`src/rtl/signal_analyzer.sv`:
```
// signal_analyzer: recovers a DDS phase increment from a received sample stream.
// It counts rising midpoint crossings, with hysteresis, over a window of
// 2**WIN_LOG2 valid samples. The count is then scaled into a 32-bit phase
// increment estimate.
// Optional min/max tracking is enabled by defining SIGNAL_ANALYZER_MINMAX_EN.
// Without it, sample_min and sample_max read as zero.
module signal_analyzer #(
    parameter int unsigned WIN_LOG2 = 12,
    parameter logic [31:0] MID      = 32'h8000_0000,
    parameter logic [31:0] HYST     = 32'h0100_0000
) (
    input  logic                clk,
    input  logic                rst_n,
    input  logic                sample_valid,
    input  logic [31:0]         sample,
    input  logic                start,
    input  logic                abort,
    output logic                busy,
    output logic                done,
    output logic [WIN_LOG2-1:0] crossings,
    output logic [31:0]         est_adder,
    output logic [31:0]         sample_min,
    output logic [31:0]         sample_max
);

    localparam logic [1:0] S_IDLE    = 2'd0;
    localparam logic [1:0] S_MEASURE = 2'd1;
    localparam logic [1:0] S_DONE    = 2'd2;

    localparam logic [31:0] LO_TH = MID - HYST;
    localparam logic [31:0] HI_TH = MID + HYST;

    logic [1:0]          state;
    logic [WIN_LOG2-1:0] win_cnt;
    logic [WIN_LOG2-1:0] cross_cnt;
    logic [WIN_LOG2-1:0] cross_cnt_nxt;
    logic                armed;
    logic                armed_nxt;
    logic                last_smp;
    logic                smp_take;

    // A sample is consumed only while measuring. An abort on the same cycle wins.
    assign smp_take = (state == S_MEASURE) && sample_valid && !abort;

    // The window counter wraps to zero on the final sample, so all-ones marks the last one.
    assign last_smp = &win_cnt;

    assign busy = (state == S_MEASURE);
    assign done = (state == S_DONE);

    // Hysteresis crossing detector: a low sample arms it, and a high sample while armed counts.
    always_comb begin
        cross_cnt_nxt = cross_cnt;
        armed_nxt     = armed;
        if (sample < LO_TH) begin
            armed_nxt = 1'b1;
        end else if ((sample >= HI_TH) && armed) begin
            cross_cnt_nxt = cross_cnt + WIN_LOG2'(1);
            armed_nxt     = 1'b0;
        end
    end

    // Control FSM and crossing statistics. Results are written from the next-state values,
    // so the final sample is counted on the same edge that raises done.
    always_ff @(posedge clk or negedge rst_n) begin
        if (!rst_n) begin
            state     <= S_IDLE;
            win_cnt   <= '0;
            cross_cnt <= '0;
            armed     <= 1'b0;
            crossings <= '0;
            est_adder <= '0;
        end else begin
            case (state)
                S_IDLE: begin
                    if (start && !abort) begin
                        state     <= S_MEASURE;
                        win_cnt   <= '0;
                        cross_cnt <= '0;
                        armed     <= 1'b0;
                    end
                end
                S_MEASURE: begin
                    if (abort) begin
                        state <= S_IDLE;
                    end else if (sample_valid) begin
                        win_cnt   <= win_cnt + WIN_LOG2'(1);
                        cross_cnt <= cross_cnt_nxt;
                        armed     <= armed_nxt;
                        if (last_smp) begin
                            state     <= S_DONE;
                            crossings <= cross_cnt_nxt;
                            est_adder <= {cross_cnt_nxt, {(32 - WIN_LOG2){1'b0}}};
                        end
                    end
                end
                S_DONE: begin
                    state <= S_IDLE;
                end
                default: begin
                    state <= S_IDLE;
                end
            endcase
        end
    end

`ifdef SIGNAL_ANALYZER_MINMAX_EN
    logic [31:0] min_acc;
    logic [31:0] max_acc;
    logic [31:0] min_nxt;
    logic [31:0] max_nxt;

    // Running extremes, including the sample presented this cycle.
    always_comb begin
        min_nxt = (sample < min_acc) ? sample : min_acc;
        max_nxt = (sample > max_acc) ? sample : max_acc;
    end

    // Accumulators are datapath only. Each window reseeds them, so they need no reset.
    always_ff @(posedge clk) begin
        if ((state == S_IDLE) && start && !abort) begin
            min_acc <= 32'hFFFF_FFFF;
            max_acc <= 32'h0000_0000;
        end else if (smp_take) begin
            min_acc <= min_nxt;
            max_acc <= max_nxt;
        end
    end

    // Published extremes are updated alongside crossings when the window completes.
    always_ff @(posedge clk or negedge rst_n) begin
        if (!rst_n) begin
            sample_min <= '0;
            sample_max <= '0;
        end else if (smp_take && last_smp) begin
            sample_min <= min_nxt;
            sample_max <= max_nxt;
        end
    end
`else
    assign sample_min = 32'd0;
    assign sample_max = 32'd0;
`endif

endmodule

```
`config.mk`:
```
export PLATFORM = sky130hd
export DESIGN_NAME = signal_analyzer
export DESIGN_NICKNAME = d
export VERILOG_FILES = /design/src/rtl/signal_analyzer.sv
export SDC_FILE = /design/constraint.sdc
export NUM_CORES = 1
export LEC_CHECK = 0
export ABC_AREA = 1
export CORE_MARGIN = 2
export CORE_UTILIZATION = 35
export CTS_CLUSTER_DIAMETER = 200
export DETAILED_ROUTE_END_ITERATION = 10
export GPL_ROUTABILITY_DRIVEN = 0
export PLACE_DENSITY = 0.7
export SYNTH_ARGS = -nofsm -noshare
export SYNTH_HDL_FRONTEND = slang
export SYNTH_SLANG_ARGS = --single-unit
```
`constraint.sdc`:
```
create_clock -name clk -period 1.9 [get_ports clk]
set_clock_uncertainty 0.2 [all_clocks]
set_input_delay 0.38 -clock clk [delete_from_list [all_inputs] [get_ports clk]]
set_output_delay 0.38 -clock clk [all_outputs]
set_load 0.005 [all_outputs]
```
### Yosys cells after proc, flatten, opt, wreduce, memory -nomap -nowiden

Index checks and enable logic that the tools add are counted.

| word-level totals | value |
|---|---|
| bits in registers | 39 |
| input bits | 37 |
| output and inout bits | 110 |
| word-level logic and storage cells | 48 |

| operators by class | value |
|---|---|
| add/subtract/negate cells | 2 |
| $lt $le $gt $ge | 2 |
| equality and inequality tests | 8 |
| mux-type cells | 20 |
| bitwise gates (word level) | 1 |
| reductions and logical operators | 10 |

Operators by type and width:

| kind | count |
|---|---|
| 12-bit two-way mux | 7 |
| 12-bit case mux with 2 select lines | 2 |
| 32-bit greater-or-equal comparator, second input constant | 1 |
| 32-bit by 31-bit less-than comparator with 1-bit output, second input constant | 1 |
| 12-bit by 1-bit adder with 12-bit output, second input constant | 2 |
| 15-bit AND reduction | 1 |
| 12-bit AND reduction | 1 |
| 2-bit two-way mux | 4 |
| 2-bit inequality test, second input constant | 3 |
| 1-bit two-way mux | 5 |
| 5-bit AND reduction | 1 |
| 2-bit case mux with 2 select lines | 1 |
| 4-bit AND reduction | 1 |
| 3-bit by 1-bit inequality test with 1-bit output, second input constant | 1 |
| 3-bit by 2-bit inequality test with 1-bit output, second input constant | 1 |
| 3-bit inequality test, second input constant | 1 |
| 3-bit AND reduction | 1 |
| 2-bit by 1-bit equality test with 1-bit output, second input constant | 1 |
| 2-bit equality test, second input constant | 1 |
| 1-bit logical AND | 2 |
| 2-bit zero test | 1 |
| 1-bit case mux with 2 select lines | 1 |
| 2-bit nonzero test | 1 |
| 1-bit zero test | 1 |
| 1-bit NOT | 1 |

### Longest topological paths before layout

| logic depth | value |
|---|---|
| depth after elaboration | 7 |
| mapped depth | 10 |

### Least setup slack after synthesis

Ideal clock, no wire load.

| timing path | value |
|---|---|
| path type | register -> register |
| from | register state[0] |
| to | register cross_cnt[3] |
| arrival | 1.302 ns |
| data required time | 1.635 ns |
| setup slack | 0.333 ns |
| stages on the path, launching flop included | 9 |
| path buffers | 1 |
| cells stage by stage | dfrtp_1 nor2_2 nand2_1 nand2_4 inv_4 o21ai_4 buf_12 nand2_2 nand2_1 |

| between the ends | value |
|---|---|
| longest elaborated chain between the ends | 3 |
| elaborated cells between the ends (all ways) | 8 |
| those cells by class | eq/ne: 4; mux: 1; reduce/logical: 3 |

RTL lines:

| what | line | source |
|---|---|---|
| from (decl) | 33 | `logic [1:0] state;` |
| from (signal assigned) | 67 | `state <= S_IDLE;` |
| from (signal assigned) | 77 | `state <= S_MEASURE;` |
| from (signal assigned) | 85 | `state <= S_IDLE;` |
| 2-bit by 1-bit equality test with 1-bit output / 2-bit zero test (equally long branches) | 74 | `case (state)` |
| 2-bit inequality test (no source line) / 2-bit nonzero test (equally long branches) | - |  |
| 4-bit AND reduction (no source line) | - |  |
| to (signal assigned) | 88 | `cross_cnt <= cross_cnt_nxt;` |
| to (decl) | 35 | `logic [WIN_LOG2-1:0] cross_cnt;` |

Several ways; a longest one is shown, not always the timed one.
A chain may end at the register's enable or synchronous reset.

### Final worst setup path

| timing path | value |
|---|---|
| from | register est_adder[27] |
| to | output est_adder[27] |

RTL lines:

| what | line | source |
|---|---|---|
| from (decl) | 21 | `output logic [31:0] est_adder,` |
| from (signal assigned) | 93 | `est_adder <= {cross_cnt_nxt, {(32 - WIN_LOG2){1'b0}}};` |

No word-level cell between the ends.

==> flow_summary_export.csv <==
group,metric,value,unit
synth,synth_cell_type_count,32,
floorplanning,rows,34,
critical_path,critPathArrivalTime,1.21,ns
routing,num_vias,2519,
layout,final_common_cell,"nand2_1",
global_routing,grt_pass1_wl,10400,um
sta,setup_tns,0,ns
clock_network,clock-sinks,39,
sta,tightest_slew,0.523,ns
power_and_ir_drop,vdd_drop_max,0.590,mV
global_routing,grt_usage,0.129,
place,hpwl,4660,um
sta,slew_headroom,0.652,
clock_network,htreeDepth,2,
clock_network,clock_path_buffers,2,
synth,synth-edff-count,0,
routing,first_iter_violations,120,
critical_path,crit_end,"est_adder[27]",
routing,dr.pass1.iters,4,
run_status,status,"completed",
global_routing,grt_pass1_vias,2358,
sta,final.min_clock_period,1.79,ns
global_routing,grt_overflow,0,
synth,synth-main-ff-cell,"dfrtp_1",
critical_path,worst_path_max_delay_cell,"clkdlybuf4s50_1",
critical_path,crit_type,"register to output port",
critical_path,worst-endpoint-required,1.32,ns
critical_path,worstRegToRegCells,9,
power_and_ir_drop,p_leak,1.74,nW
critical_path,startpoint_type,"register",
clock_network,cts_buffers,5,
layout,most-common-layout-cells,"131 x nand2_1, 84 x conb_1, 39 x dfrtp_1",
routing,post_drt_wl_per_cell,10.7,um
synth,syn_area,3100,um2
layout,multi_input_comb_area,1550,um2
synth,synthCells,427,
place,place_inst,571,
critical_path,max_stage_delay,0.52,ns
min_path,hp-class,"register to register",
global_routing,grt_max_degree,40,
clock_network,cts_root_buffer,"clkbuf_8",
critical_path,setup.worst_path.end_class,"output port",
critical_path,rr_endpoint,"win_cnt[8]",
routing,drt-vias-per-instance,4.34,
routing,drc_errors,0,
layout,ff_latch_area,976,um2
layout,instances_no_fill,581,
sta,rsz0062_at_grt,"no",
sta,finalHoldViolCount,0,
global_routing,antenna_found_initial,0,
sta,clock.fmax,559,MHz
critical_path,r2r_slack,0.12,ns
synth,ys_seq_area_frac,0.315,
floorplanning,io_pins,147,
synth,syn_area_per_cell,7.26,um2
floorplanning,core_area,8640,um2
floorplanning,dieArea,9630,um2
layout,area_growth,9.97,%
critical_path,cpLargestDelayFamily,"buffers and inverters",
critical_path,rr_startpoint,"state[1]",
sta,period_share,0.941,
routing,ant_nets,0,
floorplanning,initial_core_util,0.359,
critical_path,cp.depth,1,
floorplanning,die_w,98.1,um
clock_network,cts_tree,"built",
min_path,worstHoldPathCells,2,
floorplanning,die_y,98.1,um
critical_path,cp_num_buf_inv,1,
synth,ys_ff_latch,39,
power_and_ir_drop,power_density,691,nW/um2
synth,yosysWarningCount,0,
sta,setup_viol_count_final,0,
layout,drive_gt1_frac,0.118,
layout,fillers,918,
layout,diodes,0,
critical_path,cp_cell_sequence,"clkdlybuf4s50_1",
layout,fin_nets,511,
run,cap_viol_max_count,0,
routing,drt-total-wl,6200,um
place,numPortBuffers,38,
synth,synthArstFlopShare,1.00,
sta,final-max-slew-violation-count,0,
clock_network,insertion_delay,0.30,ns
clock_network,clkSlewWorstSetupHoldPaths,0.08,ns
critical_path,critical_path.startpoint,"est_adder[27]",
critical_path,cp_max_fo,3,
[state kept, by name, indices dropped and copies added (netlist names)]
name       cells
armed          1
state          2
est_adder     12
win_cnt       12
cross_cnt     12
[layer usage]
layer / vias up / global-route usage / part of all wire
li1: 1257 / - / -
met1: 1181 / 0.151 / 0.43
met2: 74 / 0.235 / 0.51
met3: 7 / 0.0279 / 0.051
met4: 0 / 0.0395 / 0.0087
met5: - / 0 / 0
[cell usage after synthesis, drive strengths merged, types with 2 or more instances]
library cell    n  share of area
xor2            3         0.0085
o21ai          14          0.026
buf           104           0.26
dfrtp          39           0.31
xnor2           2         0.0057
ha              2         0.0081
a21oi           6         0.0097
nor3            5         0.0081
nand3          26          0.042
inv            26          0.033
o21bai          3         0.0073
nor2           30          0.041
or2             2         0.0040
nand2         144           0.19
nand4          15          0.035
[power breakdown]
part	switching [mW]	internal [mW]
clock network	0.320	0.256
registers	0.0552	0.878
logic	0.505	0.344
total	0.880	1.48
[per-stage QoR]
stage          area [um2]  power (mW)  utilization  hold WS, ns  setup slack, ns
6_report             3410        2.36        0.395        0.305            0.112
5_1_grt              3410        2.50        0.395        0.348           0.0120
4_1_cts              3380        2.33        0.392        0.316           0.0823
3_5_place_dp         3280        1.73        0.380        0.274           -0.210
3_3_place_gp         3280        1.71        0.380        0.273           -0.141
2_1_floorplan        3410        1.60            -       -0.116            0.333
[repair_timing]
item                                    CTS  global route
endpoints found under the setup margin    2             4
pin swaps                                 1             1
buffers inserted                          0             1
hold endpoints to repair                 39             0
resized for setup                         3             3
hold buffers                              1             0
[final cells by class]
cell class | count | share of cell area
Sequential cell | 39 | 0.286
Timing Repair Buffer | 59 | 0.164
Clock buffer | 5 | 0.0202
Inverter | 27 | 0.0312
Tap cell | 108 | 0.0396
Clock inverter | 3 | 0.00587
Multi-Input combinational cell | 340 | 0.453
[kinds of logic after synthesis]
kind of cell | synth area share
flip-flops | 0.315
AO/OA/AOI/OAI | 0.0504
AND/OR/NAND/NOR | 0.321
XOR/XNOR | 0.0141
buffers and inverters | 0.291
other | 0.00121
adder cells (fa/ha/maj) | 0.00807
[worst min path at each step]
| stage | end | start |
|---|---|---|
| after global placement | est_adder[30] | rst_n |
| after detailed placement | est_adder[30] | rst_n |
| after CTS | est_adder[28] | est_adder[28] |
| final | est_adder[28] | est_adder[28] |
| after global routing | est_adder[23] | est_adder[23] |
| after floorplan | armed | rst_n |
Power figures use the tool's default switching activity.
